===== src/rtl/cnt_timer_if.sv =====
`default_nettype none
// ============================================================================
// Module      : cnt_timer_if
// Description : Register-block <-> counter/timer engine bundle. Carries the
//               decoded control fields, command pulses, raw external lines
//               and the live/captured status returned to the read registers.
// Revision    : 1.0 - initial release
// ============================================================================
interface cnt_timer_if #(
    parameter int CNT_W = 10
);
    logic [1:0]       ctrl0_i;
    logic [3:0]       cnt_timer_mode_in_i;
    logic [1:0]       cnt_timer_trigger_sel_i;
    logic             cnt_timer_out_i;
    logic [1:0]       cnt_timer_capt_sel_i;
    logic [CNT_W-1:0] cnt_timer1_target_i;
    logic             cmd_clear_i;
    logic             cmd_sw_trigger_i;
    logic [1:0]       ext_trig_i;
    logic             ext_capt_i;
    logic [CNT_W-1:0] act_cnt_val_o;
    logic [CNT_W-1:0] captured_status_value_o;
    logic             captured_status_tm_running_o;
    logic             timer_out_o;
    logic             match_pulse_o;

    // Register block / pin side: drives configuration, observes status
    modport master (
        output ctrl0_i, cnt_timer_mode_in_i, cnt_timer_trigger_sel_i,
               cnt_timer_out_i, cnt_timer_capt_sel_i, cnt_timer1_target_i,
               cmd_clear_i, cmd_sw_trigger_i, ext_trig_i, ext_capt_i,
        input  act_cnt_val_o, captured_status_value_o,
               captured_status_tm_running_o, timer_out_o, match_pulse_o
    );

    // Counter engine side
    modport slave (
        input  ctrl0_i, cnt_timer_mode_in_i, cnt_timer_trigger_sel_i,
               cnt_timer_out_i, cnt_timer_capt_sel_i, cnt_timer1_target_i,
               cmd_clear_i, cmd_sw_trigger_i, ext_trig_i, ext_capt_i,
        output act_cnt_val_o, captured_status_value_o,
               captured_status_tm_running_o, timer_out_o, match_pulse_o
    );
endinterface
`default_nettype wire


===== src/rtl/cnt_timer_core.sv =====
`default_nettype none
// ============================================================================
// Module      : cnt_timer_core
// Description : Counter/timer engine. IDLE/ARMED/RUN/DONE sequencer with
//               free-run, one-shot, periodic-up and periodic-down modes,
//               synchronised external trigger/capture, value capture, match
//               pulse and toggling timer output.
// Revision    : 1.0 - initial release
// ============================================================================
module cnt_timer_core #(
    parameter int CNT_W       = 10,
    parameter int SYNC_STAGES = 2
) (
    input  logic       clk_i,
    input  logic       rstn_i,
    cnt_timer_if.slave bus
);

    localparam logic [3:0] c_MODE_FREE     = 4'd0;
    localparam logic [3:0] c_MODE_ONESHOT  = 4'd1;
    localparam logic [3:0] c_MODE_PERIODIC = 4'd2;
    localparam logic [3:0] c_MODE_DOWN     = 4'd3;

    typedef enum logic [1:0] {
        S_IDLE  = 2'd0,
        S_ARMED = 2'd1,
        S_RUN   = 2'd2,
        S_DONE  = 2'd3
    } state_t;

    // bit 0/1: ext_trig_i[0]/[1], bit 2: ext_capt_i
    logic [2:0]       r_sync [SYNC_STAGES];
    logic [2:0]       r_hist;
    logic [2:0]       r_edge;
    logic [2:0]       w_ext_raw;

    state_t           r_state;
    state_t           w_state_nxt;
    logic             r_running;
    logic [CNT_W-1:0] r_cnt;
    logic [CNT_W-1:0] w_cnt_nxt;
    logic [CNT_W-1:0] r_capt;
    logic [CNT_W-1:0] w_capt_nxt;
    logic             r_tout;
    logic             w_tout_nxt;
    logic             r_match;
    logic             w_match;

    logic             w_en;
    logic             w_wait;
    logic             w_trig_evt;
    logic             w_capt_evt;
    logic [CNT_W-1:0] w_start_val;
    logic             w_at_tgt;
    logic             w_at_zero;

    assign w_ext_raw   = {bus.ext_capt_i, bus.ext_trig_i};
    assign w_en        = bus.ctrl0_i[0];
    assign w_wait      = bus.ctrl0_i[1];
    // Down-counting restarts from the target, every up mode from zero
    assign w_start_val = (bus.cnt_timer_mode_in_i == c_MODE_DOWN) ? bus.cnt_timer1_target_i : '0;
    assign w_at_tgt    = (r_cnt == bus.cnt_timer1_target_i);
    assign w_at_zero   = (r_cnt == '0);

    // Synchronise external lines, then register a rising-edge pulse so an
    // input rising before edge k acts on edge k+3
    always_ff @(posedge clk_i or negedge rstn_i) begin
        if (!rstn_i) begin
            for (int i = 0; i < SYNC_STAGES; i++) begin
                r_sync[i] <= '0;
            end
            r_hist <= '0;
            r_edge <= '0;
        end else begin
            r_sync[0] <= w_ext_raw;
            for (int i = 1; i < SYNC_STAGES; i++) begin
                r_sync[i] <= r_sync[i-1];
            end
            r_hist <= r_sync[SYNC_STAGES-1];
            r_edge <= r_sync[SYNC_STAGES-1] & ~r_hist;
        end
    end

    // Select the trigger source
    always_comb begin
        w_trig_evt = 1'b0;
        case (bus.cnt_timer_trigger_sel_i)
            2'b00:   w_trig_evt = bus.cmd_sw_trigger_i;
            2'b01:   w_trig_evt = r_edge[0];
            2'b10:   w_trig_evt = r_edge[1];
            default: w_trig_evt = r_edge[0] | r_edge[1];
        endcase
    end

    // Sequencer and counter next-value; clear beats everything, a trigger in
    // RUN restarts the count and suppresses that cycle's match
    always_comb begin
        w_state_nxt = r_state;
        w_cnt_nxt   = r_cnt;
        w_match     = 1'b0;
        if (bus.cmd_clear_i) begin
            w_cnt_nxt = w_start_val;
            if (!w_en) begin
                w_state_nxt = S_IDLE;
            end else if (w_wait) begin
                w_state_nxt = S_ARMED;
            end else begin
                w_state_nxt = S_RUN;
            end
        end else if (!w_en) begin
            w_state_nxt = S_IDLE;
        end else begin
            case (r_state)
                S_IDLE: begin
                    if (w_wait) begin
                        w_state_nxt = S_ARMED;
                    end else begin
                        w_state_nxt = S_RUN;
                        w_cnt_nxt   = w_start_val;
                    end
                end
                S_ARMED: begin
                    if (w_trig_evt) begin
                        w_state_nxt = S_RUN;
                        w_cnt_nxt   = w_start_val;
                    end
                end
                S_RUN: begin
                    if (w_trig_evt) begin
                        w_cnt_nxt = w_start_val;
                    end else begin
                        case (bus.cnt_timer_mode_in_i)
                            c_MODE_FREE: begin
                                w_cnt_nxt = r_cnt + 1'b1;
                                w_match   = w_at_tgt;
                            end
                            c_MODE_ONESHOT: begin
                                if (w_at_tgt) begin
                                    w_match     = 1'b1;
                                    w_state_nxt = S_DONE;
                                end else begin
                                    w_cnt_nxt = r_cnt + 1'b1;
                                end
                            end
                            c_MODE_PERIODIC: begin
                                if (w_at_tgt) begin
                                    w_match   = 1'b1;
                                    w_cnt_nxt = '0;
                                end else begin
                                    w_cnt_nxt = r_cnt + 1'b1;
                                end
                            end
                            c_MODE_DOWN: begin
                                if (w_at_zero) begin
                                    w_match   = 1'b1;
                                    w_cnt_nxt = bus.cnt_timer1_target_i;
                                end else begin
                                    w_cnt_nxt = r_cnt - 1'b1;
                                end
                            end
                            default: ;
                        endcase
                    end
                end
                default: ;
            endcase
        end
    end

    // Capture the pre-update count and toggle the output pin on match
    always_comb begin
        w_capt_evt = 1'b0;
        case (bus.cnt_timer_capt_sel_i)
            2'b00:   w_capt_evt = w_trig_evt;
            2'b01:   w_capt_evt = r_edge[2];
            2'b10:   w_capt_evt = w_match;
            default: w_capt_evt = 1'b0;
        endcase
        w_capt_nxt = r_capt;
        w_tout_nxt = r_tout;
        if (bus.cmd_clear_i) begin
            w_capt_nxt = '0;
            w_tout_nxt = 1'b0;
        end else begin
            if (w_capt_evt && (r_state != S_IDLE)) begin
                w_capt_nxt = r_cnt;
            end
            if (w_match && bus.cnt_timer_out_i) begin
                w_tout_nxt = ~r_tout;
            end
        end
    end

    // State, counter and all registered outputs
    always_ff @(posedge clk_i or negedge rstn_i) begin
        if (!rstn_i) begin
            r_state   <= S_IDLE;
            r_running <= 1'b0;
            r_cnt     <= '0;
            r_capt    <= '0;
            r_tout    <= 1'b0;
            r_match   <= 1'b0;
        end else begin
            r_state   <= w_state_nxt;
            r_running <= (w_state_nxt == S_RUN);
            r_cnt     <= w_cnt_nxt;
            r_capt    <= w_capt_nxt;
            r_tout    <= w_tout_nxt;
            r_match   <= w_match;
        end
    end

    assign bus.act_cnt_val_o                = r_cnt;
    assign bus.captured_status_value_o      = r_capt;
    assign bus.captured_status_tm_running_o = r_running;
    assign bus.timer_out_o                  = r_tout;
    assign bus.match_pulse_o                = r_match;

endmodule
`default_nettype wire


===== src/flat_wrapper.sv =====
// flat-port wrapper written by rule: the top's interface ports become plain ports
module cnt_timer_core_flat 
#(
    parameter int CNT_W       = 10,
    parameter int SYNC_STAGES = 2
)
  (clk_i, rstn_i, bus_ctrl0_i, bus_cnt_timer_mode_in_i, bus_cnt_timer_trigger_sel_i, bus_cnt_timer_out_i, bus_cnt_timer_capt_sel_i, bus_cnt_timer1_target_i, bus_cmd_clear_i, bus_cmd_sw_trigger_i, bus_ext_trig_i, bus_ext_capt_i, bus_act_cnt_val_o, bus_captured_status_value_o, bus_captured_status_tm_running_o, bus_timer_out_o, bus_match_pulse_o);
  cnt_timer_if #(.CNT_W(CNT_W)) bus_i ();
  input  logic clk_i;
  input  logic rstn_i;
  input wire logic [$bits(bus_i.ctrl0_i)-1:0] bus_ctrl0_i;
  input wire logic [$bits(bus_i.cnt_timer_mode_in_i)-1:0] bus_cnt_timer_mode_in_i;
  input wire logic [$bits(bus_i.cnt_timer_trigger_sel_i)-1:0] bus_cnt_timer_trigger_sel_i;
  input wire logic [$bits(bus_i.cnt_timer_out_i)-1:0] bus_cnt_timer_out_i;
  input wire logic [$bits(bus_i.cnt_timer_capt_sel_i)-1:0] bus_cnt_timer_capt_sel_i;
  input wire logic [$bits(bus_i.cnt_timer1_target_i)-1:0] bus_cnt_timer1_target_i;
  input wire logic [$bits(bus_i.cmd_clear_i)-1:0] bus_cmd_clear_i;
  input wire logic [$bits(bus_i.cmd_sw_trigger_i)-1:0] bus_cmd_sw_trigger_i;
  input wire logic [$bits(bus_i.ext_trig_i)-1:0] bus_ext_trig_i;
  input wire logic [$bits(bus_i.ext_capt_i)-1:0] bus_ext_capt_i;
  output wire logic [$bits(bus_i.act_cnt_val_o)-1:0] bus_act_cnt_val_o;
  output wire logic [$bits(bus_i.captured_status_value_o)-1:0] bus_captured_status_value_o;
  output wire logic [$bits(bus_i.captured_status_tm_running_o)-1:0] bus_captured_status_tm_running_o;
  output wire logic [$bits(bus_i.timer_out_o)-1:0] bus_timer_out_o;
  output wire logic [$bits(bus_i.match_pulse_o)-1:0] bus_match_pulse_o;
  assign bus_i.ctrl0_i = bus_ctrl0_i;
  assign bus_i.cnt_timer_mode_in_i = bus_cnt_timer_mode_in_i;
  assign bus_i.cnt_timer_trigger_sel_i = bus_cnt_timer_trigger_sel_i;
  assign bus_i.cnt_timer_out_i = bus_cnt_timer_out_i;
  assign bus_i.cnt_timer_capt_sel_i = bus_cnt_timer_capt_sel_i;
  assign bus_i.cnt_timer1_target_i = bus_cnt_timer1_target_i;
  assign bus_i.cmd_clear_i = bus_cmd_clear_i;
  assign bus_i.cmd_sw_trigger_i = bus_cmd_sw_trigger_i;
  assign bus_i.ext_trig_i = bus_ext_trig_i;
  assign bus_i.ext_capt_i = bus_ext_capt_i;
  assign bus_act_cnt_val_o = bus_i.act_cnt_val_o;
  assign bus_captured_status_value_o = bus_i.captured_status_value_o;
  assign bus_captured_status_tm_running_o = bus_i.captured_status_tm_running_o;
  assign bus_timer_out_o = bus_i.timer_out_o;
  assign bus_match_pulse_o = bus_i.match_pulse_o;
  cnt_timer_core #(.CNT_W(CNT_W), .SYNC_STAGES(SYNC_STAGES)) u_core (.clk_i(clk_i), .rstn_i(rstn_i), .bus(bus_i));
endmodule

===== config.mk =====
export PLATFORM = sky130hd
export DESIGN_NAME = cnt_timer_core_flat
export DESIGN_NICKNAME = d
export VERILOG_FILES = /design/src/rtl/cnt_timer_if.sv /design/src/rtl/cnt_timer_core.sv /design/src/flat_wrapper.sv
export SDC_FILE = /design/constraint.sdc
export NUM_CORES = 1
export LEC_CHECK = 0
export ABC_CLOCK_PERIOD_IN_PS = 3150
export CORE_UTILIZATION = 51
export DETAILED_ROUTE_END_ITERATION = 12
export GPL_TIMING_DRIVEN = 0
export PLACE_DENSITY_LB_ADDON = 0.12
export RECOVER_POWER = 100
export SYNTH_ARGS = -nofsm -noshare
export SYNTH_HDL_FRONTEND = slang
export SYNTH_SLANG_ARGS = --single-unit

===== constraint.sdc =====
create_clock -name clk_i -period 3.15 [get_ports clk_i]
set_clock_uncertainty 0.2 [all_clocks]
set_input_delay 0.63 -clock clk_i [delete_from_list [all_inputs] [get_ports clk_i]]
set_output_delay 0.63 -clock clk_i [all_outputs]
set_load 0.05 [all_outputs]

==> metrics.md <==
| Metric | Value |
|---|---|
| Fill count | `384` |
| Comb power frac | `0.251` |
| Clk pwr share | `0.338` |
| Cell Count, Final, Fillers Out | `359` |
| Grt total ovfl | `0` |
| Worst Hold Class | `flop to flop` |
| Hold buffers post-CTS | `0` |
| Skew-Pair Late Insertion Delay | `0.29 ns` |
| Initial antenna violation count | `0` |
| Cell Area, Synth | `2360 µm²` |
| Synthesized flop and latch total | `37` |
| Syn-to-layout area delta | `27.2%` |
| Input/output buffers | `49` |
| Fmax | `0.348 GHz` |
| CP Launch Point | `bus_cnt_timer_trigger_sel_i[1]` |
| First-pass GRT wire length | `9560 µm` |
| Core area | `4410 µm²` |
| Sequential group share of total power | `0.411` |
| Crit-path max FO | `10` |
| Pre-Repair DR Iteration Count | `4` |
| Die width | `70.1 µm` |
| Hold wc startpoint | `u_core.r_sync[5]` |
| CTS tree | `done` |
| Hold EP | `u_core.r_sync[2]` |
| Worst IR Drop VDD | `0.000250 V` |
| Slew margin rel. | `-0.326` |
| Via/cell ratio | `5.77` |
| RSZ-0062 raised after global routing | `no` |
| Share of cells above drive strength 1 | `0.117` |
| Remaining DRCs | `0` |
| R2R depth | `8` |
| Startpoint Class | `input port` |
| Main flop type after synthesis | `dfrtp_1` |
| Int Pwr | `0.860 mW` |
| Via count | `2072` |
| H-tree level count | `2` |
| Initial core utilization | `0.536` |
| Worst R2R Setup Slack | `0.58 ns` |
| WP data arrival | `2.85 ns` |
| Mean post-synth cell area | `9.46 µm²` |
| Final hold vios | `0` |
| Clock slew at reported path FFs | `0.08 ns` |
| GRT Total Usage | `0.245` |
| Final worst path period need | `2.87 ns` |
| CTS sink cnt | `37` |
| Async set-reset flop share out of synthesis | `1.00` |
| Vias in the first global route | `2040` |
| DRT Wirelength | `5680 µm` |
| Max-slew violations | `38` |
| Sequential fraction of the synthesis area | `0.392` |
| Failing checks | `max-capacitance violations, max-slew violations` |
| Net Sw Frac | `0.306` |
| Leakage | `1.39 nW` |
| Final worst-path cycle share | `0.913` |
| Reg-to-reg startpoint | `u_core.bus.act_cnt_val_o[0]` |
| Largest net degree at the start of global routing | `38` |
| # rows | `24` |
| Number of max-cap violations | `1` |
| Placed Area | `2920 µm²` |
| Detail Route Antenna Nets | `0` |
| Synthesized instance count | `250` |
| Kind of critical path | `input port to flop` |
| Post-Place Cells | `351` |
| Area occupied by multi-input gates | `1260 µm²` |
| Syn Nets | `281` |
| Crit Reg-Reg Endpoint | `u_core.bus.captured_status_value_o[9]` |
| Hold Path Depth | `0` |
| Maximum clock path buffer count | `2` |
| Cts repair resizes | `0` |
| Synth cell types | `55` |
| PwrDens | `412 nW/µm²` |
| Avg WL per Cell | `15.8 µm` |
| Hpwl dp | `4040 µm` |
| Num ports | `51` |
| Design area | `3010 µm²` |
| Status | `complete, but fails checks` |
| Final setup viols | `0` |
| Hold WS | `0.152 ns` |
| Worst slew pin tran | `1.99 ns` |
| Worst setup EP type | `flop` |
| Die height | `70.1 µm` |
| Antenna cells | `0` |
| GPL Wtd Cong | `0.840` |
| Sw Pwr | `0.380 mW` |
| Setup TNS Final | `0 ns` |
| Postcts setup bufs | `0` |
| Die area | `4910 µm²` |
| Initial drt markers | `212` |
| Number of flops mapped to enable cells by yosys | `0` |
| Count of warnings emitted by yosys | `0` |
| CTS root buf | `clkbuf_8` |
| Crit path required time | `3.12 ns` |
| Final Net Count | `337` |
| Storage cell area | `926 µm²` |
| Inserted Clock Buffers | `5` |
[routing by layer]
layer	vias up	share of wire	global-route usage
met5	-	0	0
met4	0	0.013	0.0911
met3	8	0.051	0.0390
met2	71	0.46	0.389
met1	993	0.48	0.337
li1	1000	-	-
[cells in the mapped netlist, types with 2 or more instances]
library cell / number / area [µm²]
o22ai_2: 2 / 25.0
and3_1: 5 / 31.3
nor2b_1: 4 / 25.0
nand2_1: 34 / 128
nor3b_1: 3 / 22.5
buf_4: 5 / 37.5
o22ai_1: 3 / 18.8
a31oi_1: 4 / 25.0
ha_1: 3 / 37.5
and2_1: 3 / 18.8
mux2i_1: 13 / 130
a21oi_1: 17 / 85.1
buf_6: 3 / 33.8
inv_1: 11 / 41.3
nor3_1: 5 / 25.0
clkbuf_1: 4 / 15.0
a22o_1: 2 / 17.5
o21ai_0: 7 / 35.0
a32oi_1: 3 / 26.3
a31o_2: 2 / 17.5
nand3_1: 5 / 25.0
nor4_1: 5 / 31.3
dfrtp_1: 37 / 926
nor4_2: 4 / 50.1
nand2b_1: 3 / 18.8
and4_1: 2 / 17.5
xor2_1: 13 / 114
nor2_1: 13 / 48.8
o21ai_1: 2 / 10.0
buf_2: 4 / 20.0
xnor2_1: 5 / 43.8
[cells by family after synthesis]
group           count (synthesis)  synth area share
simple gates                   98             0.242
buf+inv                        28            0.0688
compound gates                 52             0.154
mux                            14            0.0614
fa+ha+maj                       3            0.0159
flops                          37             0.392
xor+xnor                       18            0.0667
[stage by stage]
stage,utilization,power (mW),setup WS [ns]
final,0.682,1.24,0.275
after CTS,0.686,1.26,0.337
after global placement,0.662,0.832,0.0525
after global routing,0.682,1.29,0.136
after floorplan,-,0.727,0.670
after detailed placement,0.660,0.837,0.0491
[power by group through the flow]
| stage | registers, mW | logic, mW | clock network (mW) |
|---|---|---|---|
| 2_1_floorplan | 0.550 | 0.177 | 0 |
| 3_3_place_gp | 0.520 | 0.312 | 0 |
| 3_5_place_dp | 0.520 | 0.317 | 0 |
| 4_1_cts | 0.510 | 0.319 | 0.426 |
| 5_1_grt | 0.513 | 0.338 | 0.443 |
| 6_report | 0.510 | 0.311 | 0.419 |
[placed cells by master (no fill, tap or decap), types with 6 or more instances in the layout]
master / count
dlygate4sd3_1: 26
o21ai_0: 9
a21oi_1: 17
nand2_1: 34
mux2i_1: 13
nor2_1: 13
nor4_1: 6
dfrtp_1: 37
xor2_1: 13
inv_1: 11
clkdlybuf4s50_1: 22
[state kept, by name (all words and copies together) (netlist names)]
| name | count |
|---|---|
| u_core.bus.act_cnt_val_o | 10 |
| u_core.bus.captured_status_value_o | 10 |
| u_core.r_sync | 6 |
| u_core.r_edge | 3 |
| u_core.r_hist | 3 |
| u_core.r_state | 2 |
| u_core.bus.captured_status_tm_running_o | 1 |
| u_core.bus.match_pulse_o | 1 |
| u_core.bus.timer_out_o | 1 |
[how the worst max path moves through the flow]
stage	end	slack (ns)
floorplan	u_core.bus.act_cnt_val_o[8]	0.67
global placement	u_core.bus.act_cnt_val_o[4]	0.05
detailed placement	u_core.bus.act_cnt_val_o[4]	0.05
CTS	u_core.bus.act_cnt_val_o[4]	0.34
global route	u_core.bus.act_cnt_val_o[4]	0.14
finish	u_core.bus.act_cnt_val_o[9]	0.28
[worst max-delay path, stage by stage]
cell and delay (ns):
clkdlybuf4s50_1 0.42, nor3b_1 0.62, nor3_1 0.11, o21ai_0 0.30, a41oi_4 0.28, buf_8 0.23, a21oi_1 0.15, o22ai_2 0.10
[layout make-up]
type / instances / share of cell area
timing repair buffer: 49 / 0.161
clock inverter: 3 / 0.0146
sequential: 37 / 0.308
tap: 52 / 0.0216
multi-input combinational: 185 / 0.418
buffer: 17 / 0.0403
clock buffer: 5 / 0.0229
inverter: 11 / 0.0137
No activity file was read; power rests on OpenSTA's default activity.
